### src/rtl/r88_pkg.sv
// Shared types and constants for the r88 external bus controller.
package r88_pkg;

    // Bus cycle sequencer states
    typedef enum logic [2:0] {
        R88_IDLE   = 3'd0,
        R88_SETUP  = 3'd1,
        R88_ACCESS = 3'd2,
        R88_DONE   = 3'd3,
        R88_ERROR  = 3'd4
    } r88_bus_state_t;

    // Wait-state counter covers the full 0..15 range
    localparam int R88_WS_W = 4;

    // Direction of the access in flight
    localparam logic R88_DIR_RD = 1'b0;
    localparam logic R88_DIR_WR = 1'b1;

    // Timeout counter width: enough for 0..tc, never narrower than one bit
    function automatic int r88_to_w(input int tc);
        return (tc < 1) ? 1 : $clog2(tc + 1);
    endfunction

endpackage

### src/rtl/r88_addr_latch.sv
// Byte-loadable address latch with post-access increment (wraps at 2^ADDR_W).
module r88_addr_latch #(
    parameter int ADDR_W = 16
) (
    input  logic              clk_i,
    input  logic              rst_i,
    input  logic              load_lo_i,
    input  logic              load_hi_i,
    input  logic [7:0]        din_i,
    input  logic              inc_i,
    output logic [ADDR_W-1:0] addr_o
);

    logic [ADDR_W-1:0] addr_q, addr_d;

    // Next value: increment first, byte loads override their half
    always_comb begin
        addr_d = addr_q;
        if (inc_i)
            addr_d = addr_q + ADDR_W'(1);
        if (load_lo_i)
            addr_d[7:0] = din_i;
        if (load_hi_i)
            addr_d[ADDR_W-1:8] = din_i[ADDR_W-9:0];
    end

    // Latch register, cleared by synchronous reset
    always_ff @(posedge clk_i) begin
        if (rst_i)
            addr_q <= '0;
        else
            addr_q <= addr_d;
    end

    assign addr_o = addr_q;

endmodule

### src/rtl/r88_bus_ctrl.sv
// Single byte-wide external bus access sequencer with wait states,
// ready handshake and timeout.
module r88_bus_ctrl
    import r88_pkg::*;
#(
    parameter int ADDR_W      = 16,
    parameter int WAIT_STATES = 0,
    parameter int TIMEOUT_CYC = 255
) (
    input  logic              sysClock,
    input  logic              resetReq,
    input  logic [7:0]        intDIn,
    output logic [7:0]        intDOut,
    input  logic              addrWriteLow,
    input  logic              addrWriteHigh,
    input  logic              useRegAddr,
    input  logic [ADDR_W-1:0] regAddr,
    input  logic              reqRead,
    input  logic              reqWrite,
    input  logic              autoInc,
    output logic              busy,
    output logic              done,
    output logic              busError,
    output logic [ADDR_W-1:0] extA,
    input  logic [7:0]        extDIn,
    output logic [7:0]        extDOut,
    output logic              extDOe,
    output logic              readMem,
    output logic              writeMem,
    input  logic              extReady
);

    localparam int                  TO_W    = r88_to_w(TIMEOUT_CYC);
    localparam logic [R88_WS_W-1:0] WS_LAST = R88_WS_W'(WAIT_STATES);
    // Timeout fires on the edge where the counter would reach TIMEOUT_CYC
    localparam logic [TO_W-1:0]     TO_LAST = TO_W'((TIMEOUT_CYC > 0) ? TIMEOUT_CYC - 1 : 0);

    r88_bus_state_t      state_q, state_d;
    logic [R88_WS_W-1:0] ws_q, ws_d;
    logic [TO_W-1:0]     to_q, to_d;
    logic                dir_q, dir_d;
    logic                inc_q, inc_d;
    logic [ADDR_W-1:0]   ea_q, ea_d;
    logic [7:0]          wdat_q, wdat_d;
    logic [7:0]          rdat_q, rdat_d;

    logic [ADDR_W-1:0]   latch_addr;
    logic                idle;
    logic                driving;

    assign idle    = (state_q == R88_IDLE);
    assign driving = (state_q == R88_SETUP) || (state_q == R88_ACCESS);

    // Address latch: loads only while idle (including the accept edge),
    // increment only when a latch-addressed access completed cleanly
    r88_addr_latch #(
        .ADDR_W (ADDR_W)
    ) u_latch (
        .clk_i     (sysClock),
        .rst_i     (resetReq),
        .load_lo_i (addrWriteLow && idle),
        .load_hi_i (addrWriteHigh && idle),
        .din_i     (intDIn),
        .inc_i     ((state_q == R88_DONE) && inc_q),
        .addr_o    (latch_addr)
    );

    // Next-state and datapath capture decisions
    always_comb begin
        state_d = state_q;
        ws_d    = ws_q;
        to_d    = to_q;
        dir_d   = dir_q;
        inc_d   = inc_q;
        ea_d    = ea_q;
        wdat_d  = wdat_q;
        rdat_d  = rdat_q;
        case (state_q)
            R88_IDLE: begin
                if (reqRead || reqWrite) begin
                    state_d = R88_SETUP;
                    dir_d   = reqWrite ? R88_DIR_WR : R88_DIR_RD;
                    // Increment only makes sense when the latch supplied the address
                    inc_d   = autoInc && !useRegAddr;
                    // latch_addr is the pre-load value even if a load hits this edge
                    ea_d    = useRegAddr ? regAddr : latch_addr;
                    if (reqWrite)
                        wdat_d = intDIn;
                end
            end
            R88_SETUP: begin
                state_d = R88_ACCESS;
                ws_d    = '0;
                to_d    = '0;
            end
            R88_ACCESS: begin
                if (ws_q != WS_LAST) begin
                    ws_d = ws_q + R88_WS_W'(1);
                end else if (extReady) begin
                    state_d = R88_DONE;
                    if (dir_q == R88_DIR_RD)
                        rdat_d = extDIn;
                end else if (TIMEOUT_CYC != 0) begin
                    to_d = to_q + TO_W'(1);
                    if (to_q == TO_LAST)
                        state_d = R88_ERROR;
                end
            end
            R88_DONE:  state_d = R88_IDLE;
            R88_ERROR: state_d = R88_IDLE;
            default:   state_d = R88_IDLE;
        endcase
    end

    // State and datapath registers
    always_ff @(posedge sysClock) begin
        if (resetReq) begin
            state_q <= R88_IDLE;
            ws_q    <= '0;
            to_q    <= '0;
            dir_q   <= R88_DIR_RD;
            inc_q   <= 1'b0;
            ea_q    <= '0;
            wdat_q  <= '0;
            rdat_q  <= '0;
        end else begin
            state_q <= state_d;
            ws_q    <= ws_d;
            to_q    <= to_d;
            dir_q   <= dir_d;
            inc_q   <= inc_d;
            ea_q    <= ea_d;
            wdat_q  <= wdat_d;
            rdat_q  <= rdat_d;
        end
    end

    // Bus pins and status decode straight from registered state
    assign readMem  = driving && (dir_q == R88_DIR_RD);
    assign writeMem = driving && (dir_q == R88_DIR_WR);
    assign extDOe   = driving && (dir_q == R88_DIR_WR);
    assign busy     = !idle;
    assign done     = (state_q == R88_DONE) || (state_q == R88_ERROR);
    assign busError = (state_q == R88_ERROR);
    assign extA     = ea_q;
    assign extDOut  = wdat_q;
    assign intDOut  = rdat_q;

endmodule
### config.mk
export PLATFORM = sky130hd
export DESIGN_NAME = r88_bus_ctrl
export DESIGN_NICKNAME = d
export VERILOG_FILES = /design/src/rtl/r88_pkg.sv /design/src/rtl/r88_addr_latch.sv /design/src/rtl/r88_bus_ctrl.sv
export SDC_FILE = /design/constraint.sdc
export NUM_CORES = 1
export LEC_CHECK = 0
export BUFFER_PORTS_ARGS = -buffer_cell sky130_fd_sc_hd__buf_2
export CORE_UTILIZATION = 32
export CTS_BUF_LIST = sky130_fd_sc_hd__clkbuf_4 sky130_fd_sc_hd__clkbuf_8
export DETAILED_ROUTE_END_ITERATION = 10
export GPL_ROUTABILITY_DRIVEN = 1
export PLACE_DENSITY_LB_ADDON = 0.05
export SYNTH_ARGS = -nofsm -noshare
export SYNTH_HDL_FRONTEND = slang
export SYNTH_HIERARCHICAL = 1
export SYNTH_SLANG_ARGS = --single-unit
### constraint.sdc
create_clock -name sysClock -period 2.7 [get_ports sysClock]
set_clock_uncertainty 0.1 [all_clocks]
set_input_delay 0 -clock sysClock [delete_from_list [all_inputs] [get_ports sysClock]]
set_output_delay 0 -clock sysClock [all_outputs]
set_load 0.005 [all_outputs]
======== Yosys cells after proc, flatten, opt, wreduce, memory -nomap -nowiden ========
Cells that the tools add are included.
storage, ports and cells
  flip-flop bits (word level) ............. 65
  input bits .............................. 41
  output and inout bits ................... 38
  logic and storage cells ................. 62
operators by class
  $add $sub $neg .......................... 3
  equal/unequal tests ..................... 10
  mux-type cells .......................... 15
  bitwise logic cells ..................... 2
  reduce and logical (&&, ||, !) cells .... 22
operator list
  operator                 count
  $mux W16                 2
  $mux W8                  4
  $add A16 B1 Y16 const B  1
  $pmux W8 S2              1
  $mux W3                  4
  $pmux W3 S3              1
  $reduce_and A3 Y1        3
  $add A8 B1 Y8 const B    1
  $eq A8 B8 Y1 const B     1
  $pmux W4 S2              1
  $eq A3 B2 Y1 const B     2
  $logic_and A1 B1 Y1      6
  $reduce_bool A2 Y1       3
  $add A4 B1 Y4 const B    1
  $mux W4                  1
  $ne A2 B1 Y1 const B     2
  $ne A2 B2 Y1 const B     2
  $reduce_and A2 Y1        2
  $reduce_and A4 Y1        1
  $reduce_bool A4 Y1       1
  $eq A3 B1 Y1 const B     1
  $eq A3 B3 Y1 const B     1
  $logic_not A3 Y1         1
  $logic_or A1 B1 Y1       3
  other kinds (4)          6

======== Depth between registers and ports, before layout ========
Gate-level depths: netlist (run 1).
  word-level depth ........................ 5
  gate-level depth with buffers ........... 8

======== Cells and area by module ========
The synthesis (run 1) kept the hierarchy.
modules (own cells, without submodules)
  module          times used  cells each  area an instance (µm²)  sequential area each (µm²)
  r88_bus_ctrl    1           252         2227.1                  980.9
  r88_addr_latch  1           106         880.8                   320.3

======== Least setup slack after synthesis (run 1) ========
OpenSTA, ideal clock, no wires.
  path type ............................... register to register
  from .................................... register ws_q[0]
  to ...................................... register to_q[6]
  library setup time ...................... 0.074 ns
  arrival time ............................ 1.977 ns
  data required time ...................... 2.526 ns
  slack ................................... 0.549 ns
  cell stages (with the launch flop) ...... 8
  buffers on the path ..................... 1
  period minus slack after synthesis ...... 2.151 ns
  cells stage by stage .................... dfxtp_1 > inv_1 > ha_1 > or3b_2 > clkbuf_1 > or2_4 > or4_1 > a31oi_1
between the ends
  word-level cells in the longest chain between the ends .. 3
RTL lines
  element                      RTL line             RTL
  start: declaration           r88_bus_ctrl.sv:39   logic [R88_WS_W-1:0] ws_q, ws_d;
  start signal: assignment     r88_bus_ctrl.sv:128  ws_q <= ws_d;
  $reduce_bool A4 Y1           r88_bus_ctrl.sv:97   if (ws_q != WS_LAST) begin
  $ne A2 B2 Y1 (no line)       n/a
  $reduce_and A3 Y1 (no line)  n/a
  end signal: assignment       r88_bus_ctrl.sv:129  to_q <= to_d;
  end: declaration             r88_bus_ctrl.sv:40   logic [TO_W-1:0] to_q, to_d;
No other way between the ends.
A chain may end at the register's enable or synchronous reset.

======== Final worst setup path (run 1) ========
  from .................................... register state_q[1]
  to ...................................... register inc_q
between the ends
  word-level cells in the longest chain between the ends .. 2
RTL lines
  element                      RTL line             RTL
  start: declaration           r88_bus_ctrl.sv:38   r88_bus_state_t state_q, state_d;
  start signal: assignment     r88_bus_ctrl.sv:127  state_q <= state_d;
  $logic_not A3 Y1             r88_bus_ctrl.sv:78   case (state_q)
  $reduce_and A2 Y1 (no line)  n/a
  end signal: assignment       r88_bus_ctrl.sv:131  inc_q <= inc_d;
  end: declaration             r88_bus_ctrl.sv:42   logic inc_q, inc_d;
No other way between the ends.

==> impl_results.md, run 1 <==
- Vias in the first global route: 2762
- FFs w/ async S/R, synth: 0%
- Ports: 79
- Syn Inst Count: about 360
- Die Ht: a little over 100 um
- Total CTS buffers: 9
- Post-synth top cells: dfxtp_1, nor2_1, mux2i_1
- Design area: just over 0.004 sq mm
- DR top layer: met4
- Cell Area, Placed: roughly 0.0036 sq mm
- First-pass GRT wire length: 13.72 mm
- Max cap viols: 0
- Fill cells: between 900 and 1k
- Pre-Repair DR Iteration Count: 4
- Layout cells sized above 1: 23.67%
- Yosys reg bits: 65
- Syn_nets: approximately 400
- Met2 wire length: 4.043 mm
- Cell variety after synth: 48
- Fin nets: 510
- Tot GR Track Use: 17.72%
- Drt total wl: between 8 and 9 mm
- Clock Latency Late Sink: 0.34 ns
- Core ar.: just over 0.009 sq mm
- Longest Clk Path Bufs: 2
- Die X: slightly above 100 um
- 1st-iter DRT viols: roughly 120
- WL met3: 367 um
- Ys flop type: dfxtp_1
- Ranking of synthesized cells by area: dfxtp_1, mux2i_1, a211oi_1
- Grt total ovfl: 0
- Tmin final: approximately 2.4 ns
- Status: finished, final reports clean
- Pins Over Slew Limit: 0
- Placed Instances: about 550
- Share of the synthesized area in the top cell type: 41.87%
- Mean area per synthesized cell: between 8 and 9 sq um
- Leakage power: 1.789 nW
- Setup TNS: 0 ns
- Register area share after synthesis: 41.87%
- Max-slew headroom: a little under half
- Number of synthesized flops with an enable pin: 0
- H-tree depth: 3
- Crit. Startpoint: state_q[1]$_SDFFE_PP0P_
- Post-DP HPWL: approximately 6 mm
- Worst-Margin Slew: ~0.8 ns
- DRC: 0
- Multi-input logic area: 0.001642 sq mm
- Data arrival, critical path: about 2.6 ns
- Reg clk slew, reported paths: ~0.08 ns
- Final Cycle Share: 88.30%
- Register Area: around 0.0013 sq mm
- Wire per inst: 14.20 um
- Max VDD drop: between 0.2 and 0.25 mV
- HP Class: in2reg
- Most common cell in the netlist: dfxtp_1
- Finished Layout Cells: between 500 and 600
- Post-CTS Setup Bufs: 0
- Clock Sinks: 65
- Synth-to-layout area growth: 33.41%
- WP data required: approximately 2.9 ns
- Root buf cell: clkbuf_8
- Crit end category: flop
- Vias per cell: between 4 and 5
- N_diodes: 0
- Starting density of the core: 33.32%
- F_max: about 420 MHz
- Hold Violations, Final: 0
- Die footprint: ~0.01 sq mm
- Ys Warns: 6
- Critical setup path kind: reg2reg
- Worst Hold Launch: reqRead
- RR Startpoint: state_q[1]$_SDFFE_PP0P_
- RSZ-0062 raised after global routing: false
- Synthesized cell area: ~0.0031 sq mm
- Final setup viols: 0
- Row Count: 35
- Max FO, Critical Path: 33
- GP Congestion: 0.7555
- Total number of vias: ~2.9k
- CTS tree: done
- Met1 Wirelength: 3.925 mm
- Critical path startpoint category: flop
- PwrDens: ~600 mW/mm^2
- Antenna violations before repair: 0
- Antenna viol nets, final: 0
- Port bufs: 78
- Synth area leader: dfxtp_1
- Largest net degree at the start of global routing: between 40 and 50
path summary, 6_finish.rpt:
kind / depth (start not counted) / slack [ns] / end
worst max-delay path: 7 / 0.32 / inc_q$_SDFFE_PP0P_
worst max register to register: 7 / 0.32 / inc_q$_SDFFE_PP0P_
worst min register to register: 2 / 0.36 / extDOut[6]$_SDFFE_PP0P_
worst min-delay path: 4 / 0.04 / dir_q$_SDFFE_PP0P_
worst max-delay path, cell delays in order (launching register included):
cell	delay (ns)
dfxtp_1	0.40
nor3_2	0.34
buf_4	0.21
nor2b_2	0.14
buf_4	0.31
nand3b_1	0.13
a21oi_1	0.14
dlygate4sd3_1	0.56
cell families (layout without fill, tap and decap cells):
group / Yosys count / count (layout) / synth area share (%)
AOI/OAI and AO/OA: 76 / 76 / 15.98
xor gates and xnor gates: 14 / 14 / 3.945
adders and majority gates: 5 / 5 / 2.013
DFF: 65 / 65 / 41.87
buffers and inverters: 38 / 149 / 5.555
and+or+nand+nor: 131 / 131 / 21.30
muxes: 29 / 29 / 9.340
cells in the final DEF (no fill, tap or decap), types with 2 or more instances in the layout:
| cell type | n |
|---|---|
| buf_2 | 78 |
| dfxtp_1 | 65 |
| nor2_1 | 43 |
| dlygate4sd3_1 | 35 |
| mux2i_1 | 29 |
| nand2_1 | 28 |
| a211oi_1 | 25 |
| a21oi_1 | 24 |
| inv_1 | 13 |
| nand3_1 | 10 |
| nor3_1 | 10 |
| xnor2_1 | 10 |
| clkbuf_8 | 10 |
| nor4_1 | 7 |
| o21ai_0 | 6 |
| buf_4 | 6 |
| nand4_1 | 5 |
| ha_1 | 5 |
| xor2_1 | 4 |
| o21a_1 | 4 |
| and2_1 | 3 |
| a21o_1 | 3 |
| and3_1 | 3 |
| a31oi_1 | 3 |
| or3_1 | 3 |
| nor3b_2 | 2 |
| nor2b_1 | 2 |
| or3b_2 | 2 |
| or4_1 | 2 |
| o211ai_1 | 2 |
| a41oi_1 | 2 |
| clkinv_2 | 2 |
| clkinv_4 | 2 |
| o31a_1 | 2 |
power by group:
part	switching (mW)	internal, mW	leakage [nW]
clock network	0.387	0.455	0.107
logic	0.263	0.241	1.15
registers	0.0846	1.05	0.533
routing by layer:
layer / GRT usage (%) / vias to the layer above
li1: - / 1490
met1: 21.59 / 1306
met2: 29.61 / 69
met3: 5.617 / 13
met4: 5.797 / 0
met5: 0 / -
flip-flops by register name, summed over array words and instances, names as in the netlist:
name	cells
dir_q	1
extA	16
extDOut	8
inc_q	1
intDOut	8
state_q	3
to_q	8
u_latch/addr_o	16
ws_q	4
timing repair:
| item | 4_1_cts | 5_1_grt |
|---|---|---|
| hold buffers | 35 | 0 |
| endpoints found under the hold margin | 52 | 0 |
| gates resized for setup | 0 | 1 |
| endpoints found under the setup margin | 0 | 1 |
cell type report:
type | count | area share, %
multi-input combinational | 255 | 39.59
sequential | 65 | 31.38
timing repair buffer | 119 | 18.95
tap | 129 | 3.893
clock buffer | 10 | 3.319
clock inverter | 6 | 1.599
inverter | 14 | 1.267
through the flow:
stage          power [mW]  setup WS (ns)  util (%)  hold slack [ns]
2_1_floorplan       1.441         0.5489         -          0.03597
3_3_place_gp        1.614         0.4260     38.46           0.1304
3_5_place_dp        1.618         0.3567     38.46           0.1387
4_1_cts             2.511         0.1720     44.40          0.02393
5_1_grt             2.644         0.1235     44.45          0.04417
6_report            2.480         0.3159     44.45          0.03759
Note: power is estimated with default switching activity, not from simulation.
==> inputs of run 2 (changes only) <==
ABC_AREA = 1   (was default)
==> impl_results.md, run 2 <==
- Max cap viols: 0 (unchanged)
- Reg-to-reg slack, setup: 0.75 ns (+0.44 ns)
- Crit end category: flop
- Clock Power Share: 28.2% (-5.7 points)
- HP Class: in2reg
- Total Power: 3.943 mW (+59%)
- Yosys reg bits: 65 (unchanged)
- Finished Layout Cells: 765 (+28%)
- Core ar.: 0.009955 sq mm (+6.7%)
- Layout cells sized above 1: 19.78% (-3.9 points)
- Root buf cell: clkbuf_8
- 1st-iter DRT viols: 163 (+37%)
- Die X: 104.1 um (+3.5%)
- Reg-to-reg critical path endpoint: u_latch/addr_o[9]$_SDFFE_PP0P_
- GP Congestion: 0.7662 (+1.4%)
- Design area: 0.004693 sq mm (+13%)
- Ranking of synthesized cells by area: dfxtp_1, nand2_1, nor2_1
- Logic pwr share: 36.6% (+16 points)
- Starting density of the core: 33.51% (+0.19 points)
- Post-synth top cells: nand2_1, dfxtp_1, nor2_1
- Net switching power figure: 1.464 mW (+99%)
- PwrDens: 840.2 mW/mm^2 (+40%)
- Total number of vias: 3550 (+23%)
- Row Count: 36 (+2.9%)
- Die Ht: 104.1 um (+3.5%)
- Critical setup path kind: reg2reg
- Hold Violations, Final: 0 (unchanged)
- Syn_nets: 537 (+33%)
- Data arrival, critical path: 2.12 ns (-0.44 ns)
- Vias in the first global route: 3408 (+23%)
- RSZ-0062 raised after global routing: false
- Die footprint: 0.01084 sq mm (+7.2%)
- Most frequent cells in the layout: nand2_1, buf_2, dfxtp_1
- Max VDD drop: 0.3436 mV (+49%)
- Leakage power: 2.042 nW (+14%)
- Placed Instances: 690 (+26%)
- Max-slew headroom: 54.21% (+7.6 points)
- Status: finished, final reports clean
- Port bufs: 78 (unchanged)
- Tot GR Track Use: 18.90% (+1.2 points)
- First-pass GRT wire length: 16.51 mm (+20%)
- Antenna viol nets, final: 0 (unchanged)
- Ys flop type: dfxtp_1
- Post-DP HPWL: 7.014 mm (+17%)
- Ys Warns: 6 (unchanged)
- N_diodes: 0 (unchanged)
- Final Cycle Share: 72.18% (-16 points)
- Crit. Startpoint: state_q[1]$_SDFFE_PP0P_
- Worst-Margin Slew: 0.6853 ns (-0.1164 ns)
- Fill cells: 1048 (+13%)
- Critical path startpoint category: flop
- Final setup viols: 0 (unchanged)
- Internal power: 2.479 mW (+42%)
- Clock Latency Late Sink: 0.34 ns (about the same)
- Pre-Repair DR Iteration Count: 6 (+2)
- Antenna violations before repair: 0 (unchanged)
- Cell Area, Placed: 0.003837 sq mm (+7.0%)
- Max FO, Critical Path: 8 (-76%)
- Vias per cell: 4.641 (-3.6%)
- Grt total ovfl: 0 (unchanged)
- H-tree depth: 3 (unchanged)
- Longest Clk Path Bufs: 2 (unchanged)
- DRC: 0 (unchanged)
- Total CTS buffers: 9 (unchanged)
- Pins Over Slew Limit: 0 (unchanged)
- Tmin final: 1.949 ns (-0.4354 ns)
- Synth area leader: dfxtp_1
- Cell variety after synth: 31 (-35%)
- Sequential Power Share: 35.2% (-11 points)
- Largest net degree at the start of global routing: 35 (-19%)
- Register area share after synthesis: 39.01% (-2.9 points)
- Drt total wl: 10.04 mm (+18%)
- Synthesized cell area: 0.003336 sq mm (+7.3%)
- Share of the synthesized area in the top cell type: 39.01% (-2.9 points)
- Reg clk slew, reported paths: 0.07 ns (about the same)
- Switching Share: 37.14% (+7.5 points)
- Mean area per synthesized cell: 6.794 sq um (-22%)
- WP data required: 2.87 ns (about the same)
- Clock Sinks: 65 (unchanged)
- Syn Inst Count: 491 (+37%)
- CTS tree: done
- FFs w/ async S/R, synth: 0% (unchanged)
- Hold depth: 3 (-1)
- RR Startpoint: state_q[1]$_SDFFE_PP0P_
- F_max: 513.2 MHz (+22%)
- Number of synthesized flops with an enable pin: 0 (unchanged)
- Ports: 79 (unchanged)
- Synth-to-layout area growth: 40.70%
- Fin nets: 673 (+32%)
- CP endpoint: u_latch/addr_o[9]$_SDFFE_PP0P_
- Setup TNS: 0 ns (unchanged)
- Most common cell after layout, fill and taps aside: nand2_1
- Most common cell in the netlist: nand2_1
- Worst-case reg-to-reg path depth: 6 (-1)
- Wire per inst: 13.12 um (-7.5%)
## run 2: cell count changes in the layout (fill, tap and decap cells not counted), moves of 19 or more
cell | previous run | this run
mux2i_1 | 29 | 0
nand3_1 | 10 | 37
o21ai_0 | 6 | 27
nand2_1 | 28 | 122
a211oi_1 | 25 | 0
nor2_1 | 43 | 62
inv_1 | 13 | 46
dlygate4sd3_1 | 35 | 59
## run 2: cell families after synthesis
group	Yosys count	share of synthesized area [%]
DFF	65	39.01
AOI/OAI and AO/OA	98	16.43
adders and majority gates	5	1.875
and+or+nand+nor	253	33.46
buffers and inverters	66	8.177
xor gates and xnor gates	4	1.050
## run 2: worst min-delay path by stage
stage,startpoint,slack [ns],endpoint
2_1_floorplan,resetReq,-0.03,u_latch/addr_o[2]$_SDFFE_PP0P_
3_3_place_gp,extDIn[3],0.12,intDOut[3]$_SDFFE_PP0P_
3_5_place_dp,extDIn[3],0.13,intDOut[3]$_SDFFE_PP0P_
4_1_cts,reqWrite,0.03,dir_q$_SDFFE_PP0P_
5_1_grt,reqWrite,0.07,dir_q$_SDFFE_PP0P_
6_report,reqWrite,0.06,dir_q$_SDFFE_PP0P_
## run 2: layout make-up
| type | instances | area (sq um) | share of cell area (%) |
|---|---|---|---|
| inverters | 50 | 187.7 | 3.999 |
| repair buffers | 141 | 1011 | 21.54 |
| multi-input cells | 360 | 1762 | 37.54 |
| clock inverters | 7 | 141.4 | 3.013 |
| well taps | 133 | 166.4 | 3.546 |
| clock buffers | 9 | 123.9 | 2.639 |
| flip-flops and latches | 65 | 1301 | 27.73 |
## run 2: what timing repair did
action                     in CTS  in global routing
hold endpoints to repair       52                  0
setup endpoints to repair       0                  0
gates resized for setup         0                  0
hold buffers                   59                  0
buffers inserted                0                  0
## run 2: power by group through the flow
stage	clock, mW	sequential [mW]	combinational, mW
after floorplan	0	1.38	0.952
after CTS	1.14	1.39	1.45
after global placement	0	1.40	1.35
final	1.11	1.39	1.44
after global routing	1.19	1.42	1.63
after detailed placement	0	1.41	1.35
## run 2: metal layers
metal  GRT usage [%]  routed length (um)
met3           3.008                 212
met4           6.020                 102
met2           31.52                4767
met5               0                   0
met1           24.86                4957
## run 2: critical path, cell delays in order (launching register included)
cell	delay [ns]
dfxtp_1	0.46
nand3_1	0.13
nor2_1	0.29
inv_1	0.12
nor2_1	0.49
nand3_1	0.16
a21oi_1	0.14
## run 2: stage by stage
step                      hold WS [ns]  utilization, %  setup slack (ns)
after detailed placement        0.1313           38.55            0.7800
final                          0.05870           47.15            0.7513
after floorplan               -0.03059               -             1.143
after global routing           0.07289           47.15            0.4386
after CTS                      0.03155           47.15            0.7568
after global placement          0.1222           38.55            0.8837
==> inputs of run 3 (changes only) <==
ABC_AREA = 0   (was 1)
clock period = 1.75 ns   (was 2.7 ns; I/O delays follow)
==> impl_results.md, run 3 (same netlist as run 1, synthesis figures left out) <==
- Status: finished, violations left
- Failing checks: hold timing, setup timing
- Total number of vias: 3230 (-9.0%)
- CTS tree: done
- Final worst slack: -0.2049 ns (-0.9562 ns)
- Longest Clk Path Bufs: 2 (unchanged)
- Row Count: 35 (-2.8%)
- Max VDD drop: 0.4663 mV (+36%)
- Post-DP HPWL: 6.517 mm (-7.1%)
- GP Congestion: 0.8125 (+6.0%)
- Die footprint: 0.01011 sq mm (-6.7%)
- H-tree depth: 3 (unchanged)
- Leakage power: 2.335 nW (+14%)
- Core Util, Final: 55.76% (+8.6 points)
- Reg clk slew, reported paths: 0.07 ns (about the same)
- Most frequent cells in the layout: buf_2, dfxtp_1, buf_4
- First-pass GRT wire length: 15.15 mm (-8.3%)
- Largest net degree at the start of global routing: 31 (-11%)
- Pre-Repair DR Iteration Count: 5 (-1)
- Critical path startpoint category: flop
- Vias per cell: 4.843 (+4.4%)
- Core ar.: 0.009328 sq mm (-6.3%)
- Die X: 100.6 um (-3.4%)
- HP Class: in2reg
- Pins Over Slew Limit: 0 (unchanged)
- Wire per inst: 15.22 um (+16%)
- Final hold slack: -0.003086 ns (-0.06178 ns)
- Starting density of the core: 33.32% (-0.19 points)
- F_max: 511.5 MHz (-0.31%)
- Worst Hold Launch: reqWrite
- Final setup viols: 16 (+16)
- Drt total wl: 10.15 mm (+1.1%)
- Total Power: 4.494 mW (+14%)
- Antenna viol nets, final: 0 (unchanged)
- Antenna violations before repair: 0 (unchanged)
- Fin nets: 579 (-14%)
- RSZ-0062 raised after global routing: true
- PwrDens: 864.1 mW/mm^2 (+2.8%)
- Critical setup path kind: reg2reg
- Synth-to-layout area growth: 67.35%
- Max cap viols: 0 (unchanged)
- DRC: 0 (unchanged)
- Data arrival, critical path: 2.13 ns (about the same)
- Max FO, Critical Path: 4 (-4)
- WP data required: 1.93 ns (-0.94 ns)
- Tot GR Track Use: 19.65% (+0.75 points)
- Worst-Margin Slew: 0.5627 ns (-0.1226 ns)
- Die Ht: 100.6 um (-3.4%)
- Port bufs: 78 (unchanged)
- Crit end category: flop
- 1st-iter DRT viols: 87 (-47%)
- Crit. Startpoint: state_q[0]$_SDFFE_PP0P_
- Hold Violations, Final: 1 (+1)
- Max-slew headroom: 62.49% (+8.3 points)
- Clock Latency Late Sink: 0.34 ns (about the same)
- Most common cell after layout, fill and taps aside: buf_2
- Layout cells sized above 1: 44.42% (+25 points)
- Ports: 79 (unchanged)
- Vias in the first global route: 2978 (-13%)
- Grt total ovfl: 0 (unchanged)
- Total CTS buffers: 9 (unchanged)
- Clock Sinks: 65 (unchanged)
- N_diodes: 0 (unchanged)
- Tmin final: 1.955 ns (+0.006154 ns)
- RR Startpoint: state_q[0]$_SDFFE_PP0P_
- Root buf cell: clkbuf_8
- Final Cycle Share: 111.7% (+40 points)
## run 3: layout make-up
cell class              instances  area, sq um
clock buffers                   9        123.9
fillers                       879         4126
multi-input cells             255         1978
repair buffers                188         1479
well taps                     129        161.4
inverters                      14        52.55
flip-flops and latches         65         1311
clock inverters                 7        95.09
## run 3: report_power, final
group | internal [mW] | switching (mW) | total [mW]
Combinational | 0.741 | 0.619 | 1.36
Sequential | 1.62 | 0.0852 | 1.71
Clock | 0.801 | 0.627 | 1.43
Total | 3.16 | 1.33 | 4.49
## run 3: routing by layer
metal,GRT usage [%],up-vias,wire length [um]
li1,-,1625,-
met1,26.44,1507,4886
met2,31.19,85,4729
met3,3.329,13,392
met4,8.027,0,140
met5,0,-,0
## run 3: worst paths after layout
| path | to | slack (ns) | cells after the start |
|---|---|---|---|
| max | to_q[6]$_SDFFE_PP0P_ | -0.20 | 4 |
| min | extDOut[1]$_SDFFE_PP0P_ | -0.003 | 4 |
| min reg2reg | inc_q$_SDFFE_PP0P_ | 0.36 | 2 |
| max reg2reg | to_q[6]$_SDFFE_PP0P_ | -0.20 | 4 |
## run 3: through the flow
step | worst slack, ns | hold slack [ns] | std cells | setup TNS (ns) | instance area, sq um
finish | -0.2049 | -0.003086 | 667 | -1.833 | 5201
global route | -0.2524 | 0.005265 | 667 | -3.500 | 5201
CTS | -0.1885 | 0.02429 | 659 | -1.726 | 4825
detailed placement | -0.2135 | 0.1411 | 596 | -3.814 | 4015
global placement | -0.1796 | 0.1346 | 596 | -2.721 | 4015
floorplan | -0.2530 | 0.03597 | 358 | -5.618 | 3153
## run 3: repair_timing
action | CTS | global route
pin swaps | 9 | 35
endpoints found under the setup margin | 45 | 69
gates resized for setup | 29 | 70
hold buffers | 35 | 0
gates cloned | 2 | 2
hold endpoints to repair | 48 | 0
buffers inserted | 10 | 6
## run 3: worst max-delay path: stages, from the launching register on
cell and delay, ns:
dfxtp_4 0.36, or4b_4 0.54, or2_4 0.27, or4_4 0.47
a31oi_1 0.16
